--- config.mk ---
export PLATFORM = sky130hd
export DESIGN_NAME = memory_arbiter
export DESIGN_NICKNAME = d
export VERILOG_FILES = /design/src/rtl/memory_arbiter.sv
export SDC_FILE = /design/constraint.sdc
export NUM_CORES = 1
export LEC_CHECK = 0
export ABC_AREA = 1
export CORE_AREA = 5 5 101 103
export CTS_CLUSTER_SIZE = 12
export DETAILED_ROUTE_END_ITERATION = 12
export DIE_AREA = 0 0 106 108
export DONT_BUFFER_PORTS = 1
export GPL_ROUTABILITY_DRIVEN = 1
export HOLD_SLACK_MARGIN = 0.02
export PLACE_DENSITY_LB_ADDON = 0.15
export SLEW_MARGIN = 20
export SYNTH_ARGS = -nofsm -noshare
export SYNTH_HDL_FRONTEND = slang
export SYNTH_SLANG_ARGS = --single-unit
--- constraint.sdc ---
create_clock -name i_Clock -period 5.4 [get_ports i_Clock]
set_input_delay 0.27 -clock i_Clock [delete_from_list [all_inputs] [get_ports i_Clock]]
set_output_delay 0.27 -clock i_Clock [all_outputs]
set_load 0.02 [all_outputs]
--- src/rtl/memory_arbiter.sv ---
// memory_arbiter
//
// Round-robin arbiter and access sequencer between the instruction-fetch
// port and the load/store port of the core, in front of a shared
// single-port memory with one-cycle registered read latency and
// write-first behaviour. Byte addresses become word indices; sub-word
// stores are done as read-modify-write because the memory has no byte
// enables.
//
// Ports
//   i_Clock, i_Reset                 clock, async active-high reset
//   i_FetchValid / i_FetchAddress    fetch read request
//   o_FetchReady                     fetch request accepted this cycle
//   o_FetchRespValid / o_FetchData   fetched word, one-cycle pulse
//   i_DataValid / i_DataWrite        load/store request, 1 = store
//   i_DataByteEnable / i_DataAddress / i_DataWData  store mask, address, data
//   o_DataReady                      data request accepted this cycle
//   o_DataRespValid / o_DataRData    load data or store ack (word as written)
//   o_MemWriteEnable / o_MemAddress / o_MemDataIn   memory request
//   i_MemDataOut                     memory registered read data
module memory_arbiter #(
  parameter int ADDR_BITS = 16
) (
  input  logic        i_Clock,
  input  logic        i_Reset,
  input  logic        i_FetchValid,
  input  logic [31:0] i_FetchAddress,
  output logic        o_FetchReady,
  output logic        o_FetchRespValid,
  output logic [31:0] o_FetchData,
  input  logic        i_DataValid,
  input  logic        i_DataWrite,
  input  logic [3:0]  i_DataByteEnable,
  input  logic [31:0] i_DataAddress,
  input  logic [31:0] i_DataWData,
  output logic        o_DataReady,
  output logic        o_DataRespValid,
  output logic [31:0] o_DataRData,
  output logic        o_MemWriteEnable,
  output logic [31:0] o_MemAddress,
  output logic [31:0] o_MemDataIn,
  input  logic [31:0] i_MemDataOut
);

  typedef enum logic [1:0] {
    S_IDLE,
    S_RESP,
    S_MERGE
  } state_t;

  state_t               state_q, state_d;
  logic                 last_data_q;   // 1 = data port won the last grant
  logic                 owner_data_q;  // owner of the access completing in RESP
  logic [ADDR_BITS-1:0] rmw_index_q;
  logic [31:0]          rmw_data_q;
  logic [3:0]           rmw_mask_q;

  logic                 grant_fetch, grant_data;
  logic                 data_full, data_partial;
  logic [ADDR_BITS-1:0] fetch_index, data_index, mem_index;
  logic [31:0]          merged;
  logic                 resp_active;

  // Byte offsets and index bits above the memory size are intentionally dropped.
  logic unused_addr_bits;
  assign unused_addr_bits = ^{i_FetchAddress[31:ADDR_BITS+2], i_FetchAddress[1:0],
                              i_DataAddress[31:ADDR_BITS+2], i_DataAddress[1:0]};

  assign fetch_index  = i_FetchAddress[ADDR_BITS+1:2];
  assign data_index   = i_DataAddress[ADDR_BITS+1:2];
  // An all-zero mask falls through as a plain read and is acknowledged like one.
  assign data_full    = i_DataWrite && (i_DataByteEnable == 4'b1111);
  assign data_partial = i_DataWrite && (i_DataByteEnable != 4'b1111)
                                    && (i_DataByteEnable != 4'b0000);

  // Enabled lanes from the latched store data, the rest from the word read
  // in the grant cycle.
  always_comb begin
    merged = i_MemDataOut;
    for (int k = 0; k < 4; k++) begin
      if (rmw_mask_q[k]) merged[8*k +: 8] = rmw_data_q[8*k +: 8];
    end
  end

  // Grant, memory request and next state. Everything is forced to zero while
  // reset is high so the memory never sees a stray write.
  always_comb begin
    // NOTE: every output of this block gets a default first; a path that
    // leaves one unassigned would infer a latch.
    grant_fetch      = 1'b0;
    grant_data       = 1'b0;
    state_d          = S_IDLE;
    o_MemWriteEnable = 1'b0;
    mem_index        = '0;
    o_MemDataIn      = '0;
    if (!i_Reset) begin
      if (state_q == S_MERGE) begin
        o_MemWriteEnable = 1'b1;
        mem_index        = rmw_index_q;
        o_MemDataIn      = merged;
        state_d          = S_RESP;
      end else begin
        // On conflict the port that did not win last time is served.
        if (i_DataValid && (!i_FetchValid || !last_data_q)) grant_data = 1'b1;
        else if (i_FetchValid)                               grant_fetch = 1'b1;

        if (grant_data) begin
          mem_index = data_index;
          state_d   = data_partial ? S_MERGE : S_RESP;
          if (data_full) begin
            o_MemWriteEnable = 1'b1;
            o_MemDataIn      = i_DataWData;
          end
        end else if (grant_fetch) begin
          mem_index = fetch_index;
          state_d   = S_RESP;
        end
      end
    end
  end

  always_ff @(posedge i_Clock or posedge i_Reset) begin
    if (i_Reset) begin
      state_q      <= S_IDLE;
      last_data_q  <= 1'b0;
      owner_data_q <= 1'b0;
      // NOTE: the RMW latches are reset too, so a half-finished merge can
      // never leak stale data into a later access.
      rmw_index_q  <= '0;
      rmw_data_q   <= '0;
      rmw_mask_q   <= '0;
    end else begin
      // NOTE: non-blocking assignments here, so every register samples the
      // pre-edge values regardless of statement order.
      state_q <= state_d;
      if (grant_data || grant_fetch) begin
        last_data_q  <= grant_data;
        owner_data_q <= grant_data;
      end
      if (grant_data && data_partial) begin
        rmw_index_q <= data_index;
        rmw_data_q  <= i_DataWData;
        rmw_mask_q  <= i_DataByteEnable;
      end
    end
  end

  assign o_MemAddress = 32'(mem_index);
  assign o_FetchReady = grant_fetch;
  assign o_DataReady  = grant_data;

  // Memory is write-first, so a store's response word is the word written.
  assign resp_active      = (state_q == S_RESP) && !i_Reset;
  assign o_FetchRespValid = resp_active && !owner_data_q;
  assign o_DataRespValid  = resp_active && owner_data_q;
  assign o_FetchData      = o_FetchRespValid ? i_MemDataOut : '0;
  assign o_DataRData      = o_DataRespValid  ? i_MemDataOut : '0;

endmodule

==> results by group, run 1 <==
Place
  • # port buffers: 0
  • Final GP Congestion: 0.761
  • Post-detail-place hpwl: 8.71 mm
  • DP Worst Slack: 1990 ps

Timing
  • Max Clk Rate: 0.257 GHz
  • RSZ-0062 raised after global routing: no
  • Sum Neg Setup Slack: 0 ps
  • Pin slew with the least headroom to its limit: 1060 ps
  • Clock Skews: 12.6 ps
  • Rel. slew slack: 29.3%
  • Tcrit/Tclk final: 71.9%
  • Tmin final: 3880 ps
  • Hold Fails Final Rpt: 0
  • Final Max Tran Viols: 0
  • Final setup margin: 1520 ps
  • Final setup viols: 0

Global routing
  • Pin count of the biggest net entering global routing: 56
  • First-pass GRT wire length: 20.7 mm
  • Vias in the first global route: 3,948
  • All-Layer GR Usage: 22.1%
  • Initial antenna violation count: 0
  • Remaining Overflow, GRT: 0

Power
  • Gate power share: 27.9%
  • Clk network pwr share: 23.3%
  • Leak Pwr: 0.00208 µW
  • Switching power: 451 µW
  • Net Sw Frac: 37.1%
  • Sequential power share: 48.8%
  • Pwr Density: 290 nW/µm²
  • Internal power: 767 µW
  • Maximum VDD drop: 0.000131 V

Synth
  • Yosys top cell area share: 32.6%
  • Cell area after synthesis: 4220 µm²
  • Dominant cells by area after synthesis: dfrtp_1 33%, nand2_1 20%, nand3_1 8.2%, nor2_1 6.6%, o21ai_0 5.7%
  • Synth warn: 0
  • Netlist cell types: 22
  • Syn Area/Cell: 6.25 µm²
  • Mapped Cells: 676
  • Seq/Total Area, Yosys: 32.6%
  • Register bit count reported by yosys: 55
  • Post-synth top area cell: dfrtp_1

Cells and area
  • Fraction of layout cells with a size suffix above 1: 3.63%
  • Nets: 769
  • Final core area utilization: 46.1%
  • N_diodes: 0
  • Layout area overhead: -0.652%

Floorplanning
  • # IOs: 270
  • DIE HEIGHT: 108 µm
  • Die footprint: 11,400 µm²
  • Die W: 106 µm
  • FP Rows: 35
  • Initial Util: 46.4%
  • Core area: 9110 µm²

Clock network
  • Clock sink count: 55
  • Setup Buffers After CTS: 0
  • Clk root buf: clkbuf_8
  • Clk slew on worst S/H paths: 100 ps
  • Later-pin clock latency in the skew report: 310 ps
  • Cts repair resizes: 0
  • CTS tree: done
  • CTS H-tree lvls: 2
  • Num CTS Buffers: 5
  • Clock buffer depth: 2

Route
  • DR vias/cell: 5.55
  • Antenna violation net count after detailed routing: 0
  • Wl on met1: 5.45 mm
  • Via count: 4,131
  • Drt wl/cell: 17.7 µm
  • Aggregate routed wire length: 13.2 mm
  • Max layer used: met4
  • First-pass iteration count of the detailed router: 5
  • DRC: 0
  • Met3 WL post-DR: 1.14 mm
  • Met2 WL post-DR: 6.53 mm
  • Initial DRC Count: 257

Worst setup path
  • Critical path cell sequence: dlygate4sd3_1 > inv_2 > nand2_1 > nor2_1 > clkinv_1 > nor2_1
  • CP Data Arrival Time: 3610 ps
  • Worst reg2reg setup slack: 1990 ps
  • Crit. End Element: output pin
  • Worst path required time: 5130 ps
  • Slowest CP cell: clkinv_1
  • Crit Path Max Fanout: 34
  • Nature of the critical path startpoint: primary input
  • Largest stage delay on the critical path: 910 ps
  • CP dominant cell by count: nor2_1
  • Kind of critical path: primary input to output pin

Status
  • Outcome: complete, no violations

Flow run
  • Max-cap violations: 0

Hold path
  • Hold WC Path Type: primary input to flip-flop
-- cell families (layout without fill, tap and decap cells) --
logic type      after synthesis  after routing  share of synthesized area (%)
other cells                   1             16                         0.0888
compound gates               99             99                           12.4
simple gates                406            406                           42.1
buf+inv                     115             57                           12.9
flops                        55             55                           32.6
-- critical path: cells and delay by family --
family	cells	cell delay, ps
AND/OR/NAND/NOR	3	1270
buffers and inverters	3	2050
-- power by group through the flow --
stage	Sequential (µW)	Combinational [µW]	Clock, µW
global placement	598	334	0
CTS	594	344	294
detailed placement	600	342	0
finish	595	340	284
floorplan	558	341	0
global route	613	391	310
-- layout make-up --
cell class / instances / area [µm²]
clock buffers: 6 / 82.6
clock inverters: 2 / 35.0
fillers: 979 / 4910
inverters: 45 / 169
multi-input cells: 521 / 2360
flip-flops and latches: 55 / 1380
well taps: 111 / 139
repair buffers: 4 / 32.5
-- path summary, 6_finish.rpt --
kind / startpoint / end / depth (start not counted)
setup / recovery: i_Reset / o_DataRData[0] / 6
max in group asynchronous: i_Reset / rmw_data_q[4]$_DFFE_PP0P_ / 3
hold reg to reg: rmw_data_q[5]$_DFFE_PP0P_ / rmw_data_q[5]$_DFFE_PP0P_ / 2
hold / removal: i_DataAddress[5] / rmw_index_q[3]$_DFFE_PP0P_ / 2
setup reg to reg: state_q[1]$_DFF_PP0_ / rmw_data_q[25]$_DFFE_PP0P_ / 7
min in group asynchronous: i_Reset / state_q[0]$_DFF_PP0_ / 2
-- placed cells by master, fill, tap and decap left out, drive strengths merged --
| master | netlist | final |
|---|---|---|
| clkbuf | 18 | 6 |
| dfrtp | 55 | 55 |
| clkinv | 1 | 2 |
| o21ai | 48 | 48 |
| nand3b | 32 | 32 |
| nand3 | 70 | 70 |
| nand2 | 227 | 227 |
| a21oi | 34 | 34 |
| dlygate4sd3 | 0 | 1 |
| bufinv | 0 | 1 |
| buf | 52 | 3 |
| a21boi | 1 | 1 |
| inv | 44 | 44 |
| nor2 | 77 | 77 |
| a31oi | 16 | 16 |
| conb | 1 | 16 |
-- per-layer routing --
| layer | track usage, % | vias up |
|---|---|---|
| met2 | 38.4 | 175 |
| met5 | 0 | - |
| met1 | 27.7 | 1918 |
| met3 | 6.21 | 6 |
| li1 | - | 2032 |
| met4 | 4.63 | 0 |
-- registers in the layout (all words and copies together), names as in the netlist --
name          flops
owner_data_q      1
state_q           2
rmw_data_q       32
rmw_mask_q        4
rmw_index_q      16
-- through the flow --
stage               instance area (µm²)  instances  hold WS (ps)  total power [µW]
floorplan                          4280        691           408               899
global placement                   4070        735           315               932
detailed placement                 4070        735           309               942
CTS                                4200        744          80.7              1230
global route                       4200        744          72.6              1310
finish                             4200        744          89.1              1220
-- what timing repair did --
action                                  4_1_cts  5_1_grt
hold buffers                                  1        0
endpoints found under the setup margin        0        0
endpoints found under the hold margin        29        0
-- cell usage after synthesis (all sizes together) --
cell type,instances
a21boi,1
a21oi,34
a31oi,16
buf,52
clkbuf,18
clkinv,1
conb,1
dfrtp,55
inv,44
nand2,227
nand3,70
nand3b,32
nor2,77
o21ai,48
No activity file was read; power rests on OpenSTA's default activity.
==> run 2: changes to the inputs <==
CORE_AREA = 5 5 103 105   (was 5 5 101 103)
DIE_AREA = 0 0 108 110   (was 0 0 106 108)
clock period = 3.4 ns   (was 5.4 ns; I/O delays follow)
==> results by group, run 2 (synthesis gave the netlist of run 1 again) <==
Clock network
  • Clock sink count: 55
  • Clock buffer depth: 2
  • CTS tree: done
  • Num CTS Buffers: 5
  • Clk slew on worst S/H paths: 90 ps
  • Setup Buffers After CTS: 0
  • CTS H-tree lvls: 2
  • Clk root buf: clkbuf_8
  • Later-pin clock latency in the skew report: 300 ps

Global routing
  • First-pass GRT wire length: 22.2 mm
  • All-Layer GR Usage: 22.9%
  • Vias in the first global route: 4,446
  • Initial antenna violation count: 0
  • Remaining Overflow, GRT: 0
  • Pin count of the biggest net entering global routing: 73

Route
  • Drt wl/cell: 16.2 µm
  • Aggregate routed wire length: 14.3 mm
  • DRC: 0
  • Initial DRC Count: 283
  • DR vias/cell: 5.25
  • Via count: 4,647
  • Antenna violation net count after detailed routing: 0
  • First-pass iteration count of the detailed router: 6

Timing
  • Final setup viols: 0
  • Clock Skews: 10.1 ps
  • Tcrit/Tclk final: 80.1%
  • Tmin final: 2720 ps
  • Sum Neg Setup Slack: 0 ps
  • Rel. slew slack: 45.1%
  • Worst hold slack: 13.7 ps
  • Hold Fails Final Rpt: 0
  • RSZ-0062 raised after global routing: no
  • Max Clk Rate: 0.367 GHz
  • Pin slew with the least headroom to its limit: 821 ps
  • Final Max Tran Viols: 0

Power
  • Clk network pwr share: 17.9%
  • Gate power share: 33.0%
  • Net Sw Frac: 37.8%
  • Sequential power share: 49.1%
  • Leak Pwr: 0.00264 µW
  • Maximum VDD drop: 0.000230 V
  • Internal power: 1200 µW
  • Switching power: 729 µW
  • Pwr Density: 370 nW/µm²

Worst setup path
  • Reg2reg end: rmw_data_q[19]$_DFFE_PP0P_
  • Kind of critical path: flip-flop to output pin
  • Worst reg2reg setup slack: 1270 ps
  • Worst path required time: 3230 ps
  • Reg-to-reg startpoint: state_q[1]$_DFF_PP0_
  • Crit Path Max Fanout: 33
  • CP Data Arrival Time: 2550 ps
  • Nature of the critical path startpoint: flip-flop
  • Worst-case reg-to-reg path depth: 6
  • Crit. End Element: output pin

Floorplanning
  • # IOs: 270
  • FP Rows: 36
  • DIE HEIGHT: 110 µm
  • Die W: 108 µm
  • Core area: 9550 µm²
  • Die footprint: 11,900 µm²
  • Initial Util: 44.2%

Cells and area
  • Commonest non-fill, non-tap cell in the layout: nand2_1
  • Top Registers: rmw_data_q (32), rmw_index_q (16), rmw_mask_q (4)
  • Most frequent cells in the layout: 223 x nand2_1, 74 x nor2_1, 71 x buf_4
  • Register with the most flip-flops: rmw_data_q
  • Fraction of layout cells with a size suffix above 1: 11.8%
  • Max reg flops: 32
  • Layout area overhead: 23.3%
  • Filler cells: 981
  • N_diodes: 0
  • Nets: 888
  • Register area: 1380 µm²
  • Multi-input logic area: 2360 µm²

Place
  • Final GP Congestion: 0.802
  • # port buffers: 0
  • Post-detail-place hpwl: 9.35 mm

Flow run
  • Max-cap violations: 0

Hold path
  • Hold WC Path Type: primary input to async pin

Status
  • Outcome: complete, no violations
-- run 2: cell types whose count changed in the layout (fill, tap and decap cells not counted), sizes merged --
cell	change
clkbuf	+1
dlygate4sd3	+51
bufinv	-1
buf	+68
-- run 2: worst max path at each step --
stage | cells past startpoint | slack (ps) | from | endpoint
finish | 5 | 680 | owner_data_q$_DFFE_PP0P_ | o_MemDataIn[28]
global route | 5 | 530 | owner_data_q$_DFFE_PP0P_ | o_MemDataIn[30]
CTS | 5 | 680 | owner_data_q$_DFFE_PP0P_ | o_MemDataIn[30]
detailed placement | 5 | 1020 | owner_data_q$_DFFE_PP0P_ | o_MemDataIn[30]
global placement | 5 | 1030 | owner_data_q$_DFFE_PP0P_ | o_MemDataIn[30]
floorplan | 5 | 290 | i_Reset | o_MemAddress[10]
-- run 2: routing by layer --
layer	up-vias	track usage [%]	wire [µm]
met4	0	5.41	182
met5	-	0	0
met1	2154	28.1	5670
met2	208	41.1	7220
li1	2271	-	-
met3	14	5.18	1260
-- run 2: critical path, stage by stage (launching register included) --
cell	delay [ps]
dfrtp_1	430
nand2_2	280
nand2_2	190
nor2_4	670
nand3b_1	140
a21oi_1	530
-- run 2: power by group through the flow --
stage	combinational (µW)	sequential, µW	clock [µW]
detailed placement	585	954	0
CTS	639	942	362
finish	635	945	345
global placement	569	949	0
floorplan	542	886	0
global route	718	968	387
-- run 2: cell type report --
| type | count | share of cell area, % |
|---|---|---|
| multi-input combinational | 521 | 45.4 |
| timing repair buffer | 123 | 20.2 |
| tap | 133 | 3.19 |
| inverter | 45 | 3.24 |
| sequential | 55 | 26.4 |
| clock inverter | 1 | 0.0961 |
| clock buffer | 7 | 1.47 |
-- run 2: repair_timing --
action / CTS / global route
hold buffers: 52 / 0
resized for setup: 0 / 0
endpoints found under the setup margin: 0 / 0
hold endpoints to repair: 52 / 0
-- run 2: through the flow --
| step | utilization (%) | area [µm²] | setup WS (ps) | total power, µW | std cells |
|---|---|---|---|---|---|
| final | 54.5 | 5210 | 677 | 1930 | 885 |
| after global routing | 54.5 | 5210 | 528 | 2070 | 885 |
| after CTS | 54.5 | 5210 | 676 | 1940 | 885 |
| after detailed placement | 48.2 | 4610 | 1020 | 1540 | 825 |
| after global placement | 48.2 | 4610 | 1030 | 1520 | 825 |
| after floorplan | - | 4280 | 294 | 1430 | 691 |
==> run 3: changes to the inputs <==
CORE_AREA = 5 5 101 103   (was 5 5 103 105)
DIE_AREA = 0 0 106 108   (was 0 0 108 110)
clock period = 2.62 ns   (was 3.4 ns; I/O delays follow)
==> results by group, run 3 (synthesis gave the netlist of run 1 again) <==
Status
  • Outcome: complete, no violations

Hold path
  • Hold WC Path Type: primary input to flip-flop
  • HP Start: i_DataWrite

Cells and area
  • Commonest non-fill, non-tap cell in the layout: nand2_1
  • Most frequent cells in the layout: 223 x nand2_1, 108 x buf_4, 74 x nor2_1
  • Register with the most flip-flops: rmw_data_q
  • Design area: 5550 µm²
  • Fraction of layout cells with a size suffix above 1: 16.2%
  • Layout area overhead: 31.5%
  • Nets: 929
  • Non-filler cells, final: 903
  • Top Registers: rmw_data_q (32), rmw_index_q (16), rmw_mask_q (4)
  • Max reg flops: 32
  • N_diodes: 0

Global routing
  • GRT met2 Usage: 45.9%
  • First-pass GRT wire length: 24.3 mm
  • All-Layer GR Usage: 25.6%
  • GR peak layer: met2
  • M1 GR Usage: 30.6%
  • Pin count of the biggest net entering global routing: 54
  • Vias in the first global route: 4,936
  • Initial antenna violation count: 0
  • Remaining Overflow, GRT: 0
  • Met3 Usage GRT: 6.81%

Clock network
  • Clock sink count: 55
  • Later-pin clock latency in the skew report: 310 ps
  • Clock buffer depth: 2
  • Clk slew on worst S/H paths: 100 ps
  • CTS H-tree lvls: 2
  • Clk root buf: clkbuf_8
  • CTS tree: done
  • Num CTS Buffers: 5

Timing
  • Hold Fails Final Rpt: 0
  • Rel. slew slack: 28.8%
  • Sum Neg Setup Slack: 0 ps
  • Tcrit/Tclk final: 91.8%
  • Final Max Tran Viols: 0
  • RSZ-0062 raised after global routing: no
  • Tmin final: 2410 ps
  • Pin slew with the least headroom to its limit: 1070 ps
  • Final setup viols: 0
  • Clock Skews: 11.4 ps
  • Max Clk Rate: 0.416 GHz

Route
  • Aggregate routed wire length: 15.1 mm
  • First-pass iteration count of the detailed router: 5
  • Initial DRC Count: 238
  • DR vias/cell: 5.44
  • DRC: 0
  • Via count: 4,916
  • Drt wl/cell: 16.8 µm
  • Antenna violation net count after detailed routing: 0

Power
  • Pwr Density: 478 nW/µm²
  • Leak Pwr: 0.00288 µW
  • Maximum VDD drop: 0.000292 V

Floorplanning
  • DIE HEIGHT: 108 µm
  • Core area: 9110 µm²
  • Die W: 106 µm
  • # IOs: 270
  • Die footprint: 11,400 µm²
  • FP Rows: 35
  • Initial Util: 46.4%

Worst setup path
  • Reg-to-reg startpoint: owner_data_q$_DFFE_PP0P_
  • Crit Path Max Fanout: 18
  • CP Data Arrival Time: 2270 ps
  • Nature of the critical path startpoint: flip-flop
  • Crit. End Element: output pin
  • Critical Path Source: state_q[0]$_DFF_PP0_
  • Worst path required time: 2490 ps
  • Kind of critical path: flip-flop to output pin

Place
  • Post-detail-place hpwl: 9.94 mm
  • # port buffers: 0
  • Placed cell area: 4900 µm²
  • Number of placed instances with taps included: 841
  • Final GP Congestion: 0.777

Flow run
  • Max-cap violations: 0
[run 3: cell types whose count changed in the layout (fill, tap and decap cells not counted), sizes merged]
cell         delta
clkinvlp        +1
bufinv          +1
dlygate4sd3     +1
buf            +40
inv             -1
clkinv          -1
clkbuf          -1
[run 3: layout make-up]
class | instances | area [µm²]
clock buffer | 6 | 72.6
tap | 111 | 139
timing repair buffer | 164 | 1400
fill | 888 | 3550
sequential | 55 | 1380
multi-input combinational | 521 | 2360
clock inverter | 1 | 30.0
inverter | 45 | 173
[run 3: power breakdown]
part / internal, µW / total [µW] / switching [µW]
combinational: 339 / 865 / 527
sequential: 1060 / 1230 / 176
clock: 281 / 557 / 276
[run 3: what timing repair did]
| action | in CTS | in global routing |
|---|---|---|
| hold buffers | 53 | 0 |
| resized for setup | 0 | 1 |
| hold endpoints to repair | 108 | 0 |
| endpoints found under the setup margin | 0 | 33 |
| setup buffers | 0 | 2 |
[run 3: final timing paths]
kind | endpoint | slack (ps) | depth (start not counted)
worst min-delay path | state_q[0]$_DFF_PP0_ | 60 | 3
min in group asynchronous | rmw_mask_q[3]$_DFFE_PP0P_ | 470 | 3
worst max-delay path | o_MemDataIn[27] | 210 | 7
worst min register to register | rmw_index_q[14]$_DFFE_PP0P_ | 490 | 2
max in group asynchronous | rmw_data_q[8]$_DFFE_PP0P_ | 1840 | 3
worst max register to register | rmw_data_q[23]$_DFFE_PP0P_ | 310 | 6
[run 3: per-layer routing]
layer | vias up | share of wire, %
met1 | 2294 | 39
met2 | 251 | 51
met5 | - | 0
met4 | 0 | 1.3
met3 | 17 | 9.1
li1 | 2354 | -
[run 3: through the flow]
step / hold WS [ps] / total power (µW) / worst slack [ps] / utilization, %
after floorplan: 269 / 1850 / 598 / -
after global placement: 172 / 2000 / 368 / 53.8
after detailed placement: 183 / 2030 / 329 / 53.8
after CTS: 57.7 / 2660 / 178 / 60.8
after global routing: 90.7 / 2850 / 8.11 / 61.0
final: 64.9 / 2660 / 215 / 61.0
[run 3: critical path, cell delays in order, from the launching register on]
cell and delay, ps:
dfrtp_1 370, inv_1 80, nand2_2 260, inv_1 590, buf_12 240, nand2_1 60
a21oi_1 180, buf_4 170
